<file path="src/rtl/pipe_skid_stage.sv">
// Elastic pipeline stage: two-entry skid buffer with a registered in_ready,
// synchronous flush to bubble, and an occupancy count.
module pipe_skid_stage #(
  parameter int                DATA_W = 64,
  parameter logic [DATA_W-1:0] BUBBLE = {DATA_W{1'b0}}
) (
  input  logic              clk,
  input  logic              reset,
  input  logic              flush,
  input  logic              in_valid,
  output logic              in_ready,
  input  logic [DATA_W-1:0] in_data,
  output logic              out_valid,
  input  logic              out_ready,
  output logic [DATA_W-1:0] out_data,
  output logic [1:0]        occupancy
);

  typedef enum logic [1:0] {
    EMPTY = 2'd0,
    ONE   = 2'd1,
    TWO   = 2'd2
  } state_e;

  state_e            state_q, state_d;
  logic [DATA_W-1:0] main_data_q, main_data_d;
  logic [DATA_W-1:0] skid_data_q, skid_data_d;
  logic              in_ready_q, in_ready_d;
  logic              it, ot;

  assign it        = in_valid & in_ready_q;
  assign ot        = out_valid & out_ready;
  assign in_ready  = in_ready_q;
  assign out_valid = (state_q != EMPTY);
  assign out_data  = main_data_q;
  assign occupancy = state_q;

  always_comb begin
    state_d     = state_q;
    main_data_d = main_data_q;
    skid_data_d = skid_data_q;
    unique case (state_q)
      EMPTY: begin
        if (it) begin
          state_d     = ONE;
          main_data_d = in_data;
        end
      end
      ONE: begin
        if (it && ot) begin
          main_data_d = in_data;
        end else if (it) begin
          state_d     = TWO;
          skid_data_d = in_data;
        end else if (ot) begin
          state_d     = EMPTY;
          main_data_d = BUBBLE;
        end
      end
      TWO: begin
        // in_ready is low here, so only the drain side can move
        if (ot) begin
          state_d     = ONE;
          main_data_d = skid_data_q;
          skid_data_d = BUBBLE;
        end
      end
      default: begin
        state_d     = EMPTY;
        main_data_d = BUBBLE;
        skid_data_d = BUBBLE;
      end
    endcase
    if (flush) begin
      state_d     = EMPTY;
      main_data_d = BUBBLE;
      skid_data_d = BUBBLE;
    end
    in_ready_d = (state_d != TWO);
  end

  always_ff @(posedge clk) begin
    if (reset) begin
      state_q     <= EMPTY;
      main_data_q <= BUBBLE;
      skid_data_q <= BUBBLE;
      in_ready_q  <= 1'b1;
    end else begin
      state_q     <= state_d;
      main_data_q <= main_data_d;
      skid_data_q <= skid_data_d;
      in_ready_q  <= in_ready_d;
    end
  end

endmodule

</file>
<file path="config.mk">
export PLATFORM = sky130hd
export DESIGN_NAME = pipe_skid_stage
export DESIGN_NICKNAME = d
export VERILOG_FILES = /design/src/rtl/pipe_skid_stage.sv
export SDC_FILE = /design/constraint.sdc
export NUM_CORES = 1
export LEC_CHECK = 0
export ABC_AREA = 1
export BUFFER_PORTS_ARGS = -buffer_cell sky130_fd_sc_hd__buf_2
export CAP_MARGIN = 15
export CORE_MARGIN = 2
export CORE_UTILIZATION = 45
export CTS_BUF_LIST = sky130_fd_sc_hd__clkbuf_4
export DETAILED_ROUTE_END_ITERATION = 8
export GPL_ROUTABILITY_DRIVEN = 0
export HOLD_SLACK_MARGIN = 0.03
export PLACE_DENSITY_LB_ADDON = 0.12
export SLEW_MARGIN = 20
export SYNTH_ARGS = -nofsm -noshare
export SYNTH_HDL_FRONTEND = slang
export SYNTH_SLANG_ARGS = --single-unit
</file>
<file path="constraint.sdc">
create_clock -name clk -period 2.4 [get_ports clk]
set_input_delay 0.12 -clock clk [delete_from_list [all_inputs] [get_ports clk]]
set_output_delay 0.12 -clock clk [all_outputs]
set_load 0.05 [all_outputs]
</file>
==> results of run 1 <==
==> area by class of cell <==
cell class | instances | area share
multi-input cells | 804 | 0.379
flip-flops and latches | 131 | 0.310
repair buffers | 221 | 0.182
inverters | 168 | 0.0745
well taps | 184 | 0.0272
clock buffers | 22 | 0.0195
clock inverters | 9 | 0.00769
diodes | 1 | 0.000296
==> cell usage in the layout (no fill, tap or decap) <==
cell,synthesis,layout
sky130_fd_sc_hd__nand2_2,0,1
sky130_fd_sc_hd__a21oi_1,77,77
sky130_fd_sc_hd__clkinv_1,1,5
sky130_fd_sc_hd__bufinv_16,0,1
sky130_fd_sc_hd__clkinv_2,0,4
sky130_fd_sc_hd__o21ai_0,2,2
sky130_fd_sc_hd__inv_2,3,4
sky130_fd_sc_hd__dlygate4sd3_1,0,67
sky130_fd_sc_hd__buf_4,2,14
sky130_fd_sc_hd__dfxtp_2,0,1
sky130_fd_sc_hd__dfxtp_1,131,130
sky130_fd_sc_hd__buf_2,41,136
sky130_fd_sc_hd__nor3_1,1,1
sky130_fd_sc_hd__buf_12,0,4
sky130_fd_sc_hd__nand2_1,482,481
sky130_fd_sc_hd__clkbuf_4,0,22
sky130_fd_sc_hd__nor2_1,203,202
sky130_fd_sc_hd__nor2_4,0,3
sky130_fd_sc_hd__o211ai_1,2,2
sky130_fd_sc_hd__nand3_4,0,1
sky130_fd_sc_hd__inv_1,164,163
sky130_fd_sc_hd__diode_2,0,1
sky130_fd_sc_hd__nand3_1,35,34
==> cell families (layout without fill, tap and decap cells) <==
group | count (synthesis) | after routing | synth area share
flip-flops | 131 | 131 | 0.389
AO/OA/AOI/OAI | 81 | 81 | 0.0608
AND/OR/NAND/NOR | 723 | 723 | 0.410
buffers and inverters | 237 | 420 | 0.141
other | 0 | 1 | 0
==> routing by layer <==
layer,vias up,part of all wire
met5,-,0
met4,0,0.0091
met3,13,0.046
met2,145,0.47
met1,2970,0.48
li1,3774,-
==> sequential cells by signal, summed over array words and instances, names as in the netlist <==
register	cells
occupancy	2
in_ready	1
out_data	64
skid_data_q	64
==> where the power goes <==
| group | switching, mW | total [mW] | internal, mW |
|---|---|---|---|
| Combinational | 0.582 | 0.885 | 0.303 |
| Clock | 0.772 | 1.32 | 0.546 |
| Sequential | 0.0351 | 2.28 | 2.24 |
| Total | 1.39 | 4.48 | 3.09 |
==> through the flow <==
| step | cell area, um2 | power [mW] | setup WS, ns | hold slack, ns | util |
|---|---|---|---|---|---|
| after floorplan | 6750 | 2.90 | 0.566 | 0.192 | - |
| after global placement | 7560 | 3.13 | 0.563 | 0.330 | 0.518 |
| after detailed placement | 7560 | 3.13 | 0.493 | 0.329 | 0.518 |
| after CTS | 8460 | 4.54 | 0.399 | 0.0438 | 0.580 |
| after global routing | 8460 | 4.73 | 0.292 | 0.0653 | 0.580 |
| final | 8460 | 4.48 | 0.442 | 0.0933 | 0.580 |
==> worst max-delay path by stage <==
stage | from | endpoint | slack, ns | depth (start not counted)
floorplan | occupancy[1]$_SDFF_PP0_ | in_ready$_SDFF_PP1_ | 0.57 | 6
global placement | occupancy[0]$_SDFF_PP0_ | out_data[60]$_SDFFE_PP0P_ | 0.56 | 6
detailed placement | occupancy[0]$_SDFF_PP0_ | out_data[44]$_SDFFE_PP0P_ | 0.49 | 6
CTS | occupancy[0]$_SDFF_PP0_ | out_valid | 0.40 | 4
global route | occupancy[0]$_SDFF_PP0_ | occupancy[0]$_SDFF_PP0_ | 0.29 | 7
finish | occupancy[0]$_SDFF_PP0_ | occupancy[0]$_SDFF_PP0_ | 0.44 | 7
==> critical path: stages (launching register included) <==
cell and delay, ns:
sky130_fd_sc_hd__dfxtp_1 0.41, sky130_fd_sc_hd__nor2_4 0.14, sky130_fd_sc_hd__buf_4 0.35, sky130_fd_sc_hd__inv_1 0.15
sky130_fd_sc_hd__nand3_1 0.14, sky130_fd_sc_hd__nand3_1 0.09, sky130_fd_sc_hd__nor2_1 0.09, sky130_fd_sc_hd__dlygate4sd3_1 0.54
==> flow_summary.ini, run 1 <==
[clock_network]
cts_inserted_buffers = 17
postCtsResizedCells = 0
cts_hold_buffers = 67
htreeDepth = 4
cts_root_buffer = sky130_fd_sc_hd__clkbuf_4
path_clk_slew_ns = 0.10
worstSkewPairLatency_ns = 0.53
post_cts_setup_bufs = 0
clkSinkCount = 131
cts.path.max_buffers = 2
tritoncts = built

[cells_and_area]
nFillCells = 1530
layoutNonFillerInstCount = 1540
synthToLayoutAreaGrowth_pct = 25.4
layout.nets = 1412
ff_latch_area_um2 = 2620
drive_gt1_frac = 0.141
multiInputGateArea_um2 = 3210

[synth]
postSynthRegisterBits = 131
yosysUniqueCellTypes = 16
synth_area_per_cell_um2 = 5.76
yosysSeqAreaShare = 0.389
synth_warnings = 0
synth_fp_nets = 1241
synthMostInstantiatedCell = sky130_fd_sc_hd__nand2_1
synth_flop_type = sky130_fd_sc_hd__dfxtp_1
netlist_instances = 1172
synth_enable_flop_cells = 0
netlist_top_cells_area = sky130_fd_sc_hd__dfxtp_1 39%, sky130_fd_sc_hd__nand2_1 27%, sky130_fd_sc_hd__nor2_1 11%, sky130_fd_sc_hd__inv_1 9.1%, sky130_fd_sc_hd__a21oi_1 5.7%
netlist.top_cell.by_area = sky130_fd_sc_hd__dfxtp_1
postSynth.asyncResetShare = 0
yosys.area.top_type_share = 0.389
synth_common_cells = 482 x sky130_fd_sc_hd__nand2_1, 203 x sky130_fd_sc_hd__nor2_1, 164 x sky130_fd_sc_hd__inv_1
syn-cell-area_um2 = 6750

[run_status]
outcome = complete, no violations

[global_routing]
grt_pass1_vias = 6235
number_of_antenna_violations_at_the_first_check_in_global_routing = 1
grt_start_max_net_pins = 73
grt_met1_use = 0.283
global_route.usage.met2 = 0.390
grt.met3_usage = 0.0493
groute.usage.overall = 0.225
grt_first_pass_wirelength_um = 29300
gr-max-usage-layer = met2
grt_remaining_overflow = 0

[timing]
min_period_over_period = 0.816
final_max_slew_viol_count = 0
worst_slew_margin_rel = 0.509
setup_viol = 0
clock_skew_ns = 0.0151
grt_setup_unrepaired = no
fmax_mhz = 511
final.min_clock_period_ns = 1.96
finalHoldViolations = 0
fin_tns_setup_ns = 0
tightest_slew_ns = 0.737

[setup_path]
r2r_start = occupancy[0]$_SDFF_PP0_
r2r-end = occupancy[0]$_SDFF_PP0_
critical_path_class = flip-flop to flip-flop
kind_of_capture_point_of_the_worst_setup_path = flip-flop
arrival_ns = 2.42
reg2reg_slack_ns = 0.44
timing.critical_path.from_type = flip-flop
critPathRequiredTime_ns = 2.87
path_max_fanout = 31
worst-r2r-cell-count = 7

[detailed_routing]
detailedRoute.firstIterationViolations = 428
routed_wl_um = 17900
vias = 6902
post-route-drc-count = 0
routed_antenna_nets = 0
avgRoutedWirePerCell_um = 11.6
routed_via_density = 4.48
dr.pass1.iters = 5

[floorplan]
io-pin-count = 137
effective_utilization_at_floorplan = 0.462
placeableCoreArea_um2 = 14600
die-width_um = 126
cell_rows = 44
die_height_um = 126
area_enclosed_by_the_die_boundary_um2 = 16000

[placed_design]
post-dp-hpwl_um = 10500
cells_after_dpl = 1441
input_output_buffers = 136

[pwr]
peakVddDrop_uv = 417
power.density_cell_area_nw_per_um2 = 530
static-leakage-power_nw = 4.78

[worst_hold_path]
worstHoldStart = in_valid
hold_path_end = occupancy[1]$_SDFF_PP0_
hold_path_depth = 5
hold_class = input port to flip-flop

[run]
maxCapViolations = 0
No activity file was read; power rests on OpenSTA's default activity.
==> inputs of run 2 (changes only) <==
==> constraint.sdc (replaced) <==
create_clock -name clk -period 1.65 [get_ports clk]
set_input_delay 0.0825 -clock clk [delete_from_list [all_inputs] [get_ports clk]]
set_output_delay 0.0825 -clock clk [all_outputs]
set_load 0.05 [all_outputs]
==> flow_summary.ini, run 2 (synthesized netlist as in run 1, its figures left out) <==
[cells_and_area]
drive_gt1_frac = 0.154
synthToLayoutAreaGrowth_pct = 29.1
postLayoutCoreUtil = 0.597
nFillCells = 1491
layout_commonest_cell = sky130_fd_sc_hd__nand2_1
layout.nets = 1429
layout.cells.most_common_list = 480 x sky130_fd_sc_hd__nand2_1, 202 x sky130_fd_sc_hd__nor2_1, 163 x sky130_fd_sc_hd__inv_1

[clock_network]
tritoncts = built
htreeDepth = 4
cts.path.max_buffers = 2
clkSinkCount = 131
cts_root_buffer = sky130_fd_sc_hd__clkbuf_4
worstSkewPairLatency_ns = 0.55
cts_inserted_buffers = 17
path_clk_slew_ns = 0.11

[placed_design]
post-dp-hpwl_um = 11500
input_output_buffers = 136

[detailed_routing]
avgRoutedWirePerCell_um = 11.8
detailedRoute.firstIterationViolations = 417
dr.pass1.iters = 5
post-route-drc-count = 0
routed_wl_um = 18400
vias = 7175
routed_via_density = 4.61
routed_antenna_nets = 0

[timing]
final.min_clock_period_ns = 1.54
worst_slew_margin_rel = 0.698
finalHoldViolations = 0
setup_viol = 0
clock_skew_ns = 0.0129
tightest_slew_ns = 0.454
fmax_mhz = 649
min_period_over_period = 0.934
fin_tns_setup_ns = 0
hold_slack_ns = 0.313
final_max_slew_viol_count = 0

[floorplan]
effective_utilization_at_floorplan = 0.462
placeableCoreArea_um2 = 14600
io-pin-count = 137
area_enclosed_by_the_die_boundary_um2 = 16000
cell_rows = 44
die_height_um = 126
die-width_um = 126

[setup_path]
path_max_fanout = 9
critPathRequiredTime_ns = 1.57
kind_of_capture_point_of_the_worst_setup_path = output port
worst-r2r-cell-count = 7
worstSetupEndpoint = out_valid
setup.worst_path.start = occupancy[0]$_SDFF_PP0_
timing.critical_path.from_type = flip-flop
r2r_start = occupancy[1]$_SDFF_PP0_
r2r-end = out_data[6]$_SDFFE_PP0P_
arrival_ns = 1.46
reg2reg_slack_ns = 0.14
critical_path_class = flip-flop to output port

[run]
maxCapViolations = 0

[global_routing]
grt_first_pass_wirelength_um = 30700
grt_remaining_overflow = 0
grt_pass1_vias = 6533
groute.usage.overall = 0.236
number_of_antenna_violations_at_the_first_check_in_global_routing = 1
grt_start_max_net_pins = 65

[worst_hold_path]
hold_class = input port to flip-flop

[run_status]
outcome = complete, no violations

[pwr]
static-leakage-power_nw = 4.91
peakVddDrop_uv = 461
power_mw = 6.76
power.density_cell_area_nw_per_um2 = 777
run 2: cell types whose count changed in the layout (fill, tap and decap cells not counted), moves of 2 or more:
cell,change
sky130_fd_sc_hd__buf_12,+5
sky130_fd_sc_hd__buf_4,+9
sky130_fd_sc_hd__buf_6,+2
sky130_fd_sc_hd__clkbuf_4,-3
sky130_fd_sc_hd__clkinv_2,+2
sky130_fd_sc_hd__dfxtp_4,+2
run 2: worst min-delay path by stage:
stage                     start                       to  slack (ns)  depth (start not counted)
final                     reset  occupancy[0]$_SDFF_PP0_        0.31                          3
after floorplan           reset  occupancy[0]$_SDFF_PP0_        0.15                          1
after detailed placement  reset  occupancy[0]$_SDFF_PP0_        0.32                          2
after global routing      reset  occupancy[0]$_SDFF_PP0_        0.27                          3
after global placement    reset  occupancy[0]$_SDFF_PP0_        0.32                          2
after CTS                 reset  occupancy[0]$_SDFF_PP0_        0.25                          3
run 2: cell type report:
cell class / instances / area (um2) / area share
Multi-Input combinational cell: 804 / 3210 / 0.369
Sequential cell: 131 / 2630 / 0.302
Timing Repair Buffer: 238 / 1750 / 0.201
Inverter: 168 / 631 / 0.0724
Tap cell: 184 / 230 / 0.0264
Clock buffer: 19 / 143 / 0.0164
Clock inverter: 13 / 116 / 0.0134
Antenna cell: 1 / 2.50 / 0.000287
run 2: layer usage:
layer	global-route usage	wire, um	up-vias
met5	0	0	-
met4	0.0672	273	0
met3	0.0489	848	27
met2	0.399	8710	186
met1	0.305	8560	3147
li1	-	-	3815
run 2: critical path, stage by stage (launching register included):
cell and delay [ns]:
sky130_fd_sc_hd__dfxtp_4 0.39, sky130_fd_sc_hd__nor2_4 0.12, sky130_fd_sc_hd__buf_8 0.13, sky130_fd_sc_hd__inv_1 0.08, sky130_fd_sc_hd__buf_4 0.19
run 2: where the power goes:
part	leakage (nW)	switching (mW)	internal, mW
Clock	0.152	1.20	0.903
Sequential	1.07	0.0516	3.26
Combinational	3.69	0.861	0.489
run 2: timing repair:
action,in CTS,in global routing
setup buffers,0,2
endpoints found under the setup margin,1,10
endpoints found under the hold margin,131,0
resized for setup,2,4
hold buffers,68,0
run 2: per-stage QoR:
step                setup slack [ns]  cells  cell area, um2
global placement               0.107   1455            7730
floorplan                    0.00288   1172            6750
detailed placement             0.133   1455            7730
finish                         0.109   1558            8710
CTS                         0.000602   1555            8680
global route                -0.00376   1558            8710
==> inputs of run 3 (changes only) <==
--- a/config.mk
+++ b/config.mk
@@ -15,6 +15,7 @@
 export GPL_ROUTABILITY_DRIVEN = 0
 export HOLD_SLACK_MARGIN = 0.03
 export PLACE_DENSITY_LB_ADDON = 0.12
+export REMOVE_ABC_BUFFERS = 1
 export SLEW_MARGIN = 20
 export SYNTH_ARGS = -nofsm -noshare
 export SYNTH_HDL_FRONTEND = slang
==> flow_summary.ini, run 3 (synthesized netlist as in run 1, its figures left out) <==
[timing]
min_period_over_period = 0.950
tightest_slew_ns = 0.459
worst_slew_margin_rel = 0.694
setup_viol = 0
finalHoldViolations = 0
final.min_clock_period_ns = 1.57
final_max_slew_viol_count = 0
fmax_mhz = 638
fin_tns_setup_ns = 0
clock_skew_ns = 0.0130

[global_routing]
grt_remaining_overflow = 0
grt_first_pass_wirelength_um = 29800
number_of_antenna_violations_at_the_first_check_in_global_routing = 1
groute.usage.overall = 0.226
grt_pass1_vias = 6407
grt_start_max_net_pins = 42

[run]
maxCapViolations = 0

[floorplan]
area_enclosed_by_the_die_boundary_um2 = 16000
die-width_um = 126
placeableCoreArea_um2 = 14600
effective_utilization_at_floorplan = 0.462
cell_rows = 44
io-pin-count = 137
die_height_um = 126

[clock_network]
cts_root_buffer = sky130_fd_sc_hd__clkbuf_4
clkSinkCount = 131
htreeDepth = 4
cts.path.max_buffers = 2
worstSkewPairLatency_ns = 0.55
tritoncts = built
cts_inserted_buffers = 17
path_clk_slew_ns = 0.11

[cells_and_area]
drive_gt1_frac = 0.146
layout.nets = 1425
synthToLayoutAreaGrowth_pct = 28.1
layout.cells.most_common_list = 481 x sky130_fd_sc_hd__nand2_1, 202 x sky130_fd_sc_hd__nor2_1, 163 x sky130_fd_sc_hd__inv_1
postLayoutCoreUtil = 0.592
layout_commonest_cell = sky130_fd_sc_hd__nand2_1

[setup_path]
timing.critical_path.from_type = flip-flop
gate_family_responsible_for_the_most_delay_along_the_worst_path = flip-flops
reg2reg_slack_ns = 0.20
critPathRequiredTime_ns = 1.57
worst-r2r-cell-count = 7
crit_slowest_cell = sky130_fd_sc_hd__dfxtp_4
r2r_start = occupancy[0]$_SDFF_PP0_
worstPathCellList = nor2_2 -> buf_6 -> inv_1 -> clkbuf_4
r2r-end = out_data[27]$_SDFFE_PP0P_
critical-path-max-stage-delay_ns = 0.39
critical_path_class = flip-flop to output port
kind_of_capture_point_of_the_worst_setup_path = output port
path_max_fanout = 7
critical_path_buf_inv_count = 3
arrival_ns = 1.49

[pwr]
static-leakage-power_nw = 4.86
power.density_cell_area_nw_per_um2 = 777
power_mw = 6.71
peakVddDrop_uv = 581

[detailed_routing]
vias = 7073
dr.pass1.iters = 5
routed_antenna_nets = 0
routed_wl_um = 17800
routed_via_density = 4.55
detailedRoute.firstIterationViolations = 455
post-route-drc-count = 0
avgRoutedWirePerCell_um = 11.4

[worst_hold_path]
worstHoldStart = reset
hold_path_end = occupancy[0]$_SDFF_PP0_
hold_class = input port to flip-flop
hold_path_depth = 3

[placed_design]
input_output_buffers = 136
post-dp-hpwl_um = 10800

[run_status]
outcome = complete, no violations
run 3: cell count changes in the layout (fill, tap and decap cells not counted), sizes merged:
cell,previous run,this run
clkinv,11,9
inv,168,167
clkbuf,19,22
buf,170,165
run 3: tightest hold or removal path: cells and delay by family:
kind / cells / cell delay [ns]
simple gates: 1 / 0.06
buf+inv: 2 / 0.67
run 3: power by group:
part	switching (mW)	leakage (nW)	total, mW	internal (mW)
registers	0.0489	1.06	3.31	3.26
logic	0.854	3.66	1.33	0.477
clock network	1.15	0.140	2.07	0.920
total	2.05	4.86	6.71	4.66
run 3: layer usage:
layer	routed length, um	vias up	track usage
met4	280	0	0.0692
met5	0	-	0
li1	-	3810	-
met1	8500	3087	0.293
met2	8200	151	0.379
met3	795	25	0.0472
run 3: final cells by class:
type	count	area [um2]
well taps	184	230
repair buffers	234	1710
multi-input cells	804	3190
clock buffers	21	158
flip-flops and latches	131	2630
diodes	1	2.50
fillers	1490	5950
inverters	168	631
clock inverters	10	91.3
run 3: stage by stage:
| step | setup slack [ns] | std cells | hold WS (ns) | instance area (um2) |
|---|---|---|---|---|
| floorplan | -4.58 | 1103 | 0.155 | 6430 |
| global placement | 0.257 | 1452 | 0.339 | 7670 |
| detailed placement | 0.198 | 1452 | 0.331 | 7670 |
| CTS | 0.00345 | 1552 | 0.249 | 8630 |
| global route | -0.0000432 | 1553 | 0.267 | 8640 |
| finish | 0.0817 | 1553 | 0.301 | 8640 |
run 3: worst max path at each step:
stage	from	endpoint	slack, ns	depth (start not counted)
6_report	occupancy[1]$_SDFF_PP0_	out_valid	0.08	4
5_1_grt	occupancy[1]$_SDFF_PP0_	out_valid	-0.00004	4
4_1_cts	occupancy[0]$_SDFF_PP0_	occupancy[0]	0.003	3
3_5_place_dp	occupancy[0]$_SDFF_PP0_	out_data[63]$_SDFFE_PP0P_	0.20	6
3_3_place_gp	occupancy[0]$_SDFF_PP0_	skid_data_q[43]$_SDFFE_PP0P_	0.26	8
2_1_floorplan	occupancy[1]$_SDFF_PP0_	skid_data_q[1]$_SDFFE_PP0P_	-4.58	3
run 3: repair_timing:
item | CTS | global route
setup endpoints to repair | 3 | 5
endpoints found under the hold margin | 131 | 0
hold buffers | 68 | 0
resized for setup | 5 | 4
setup buffers | 1 | 0
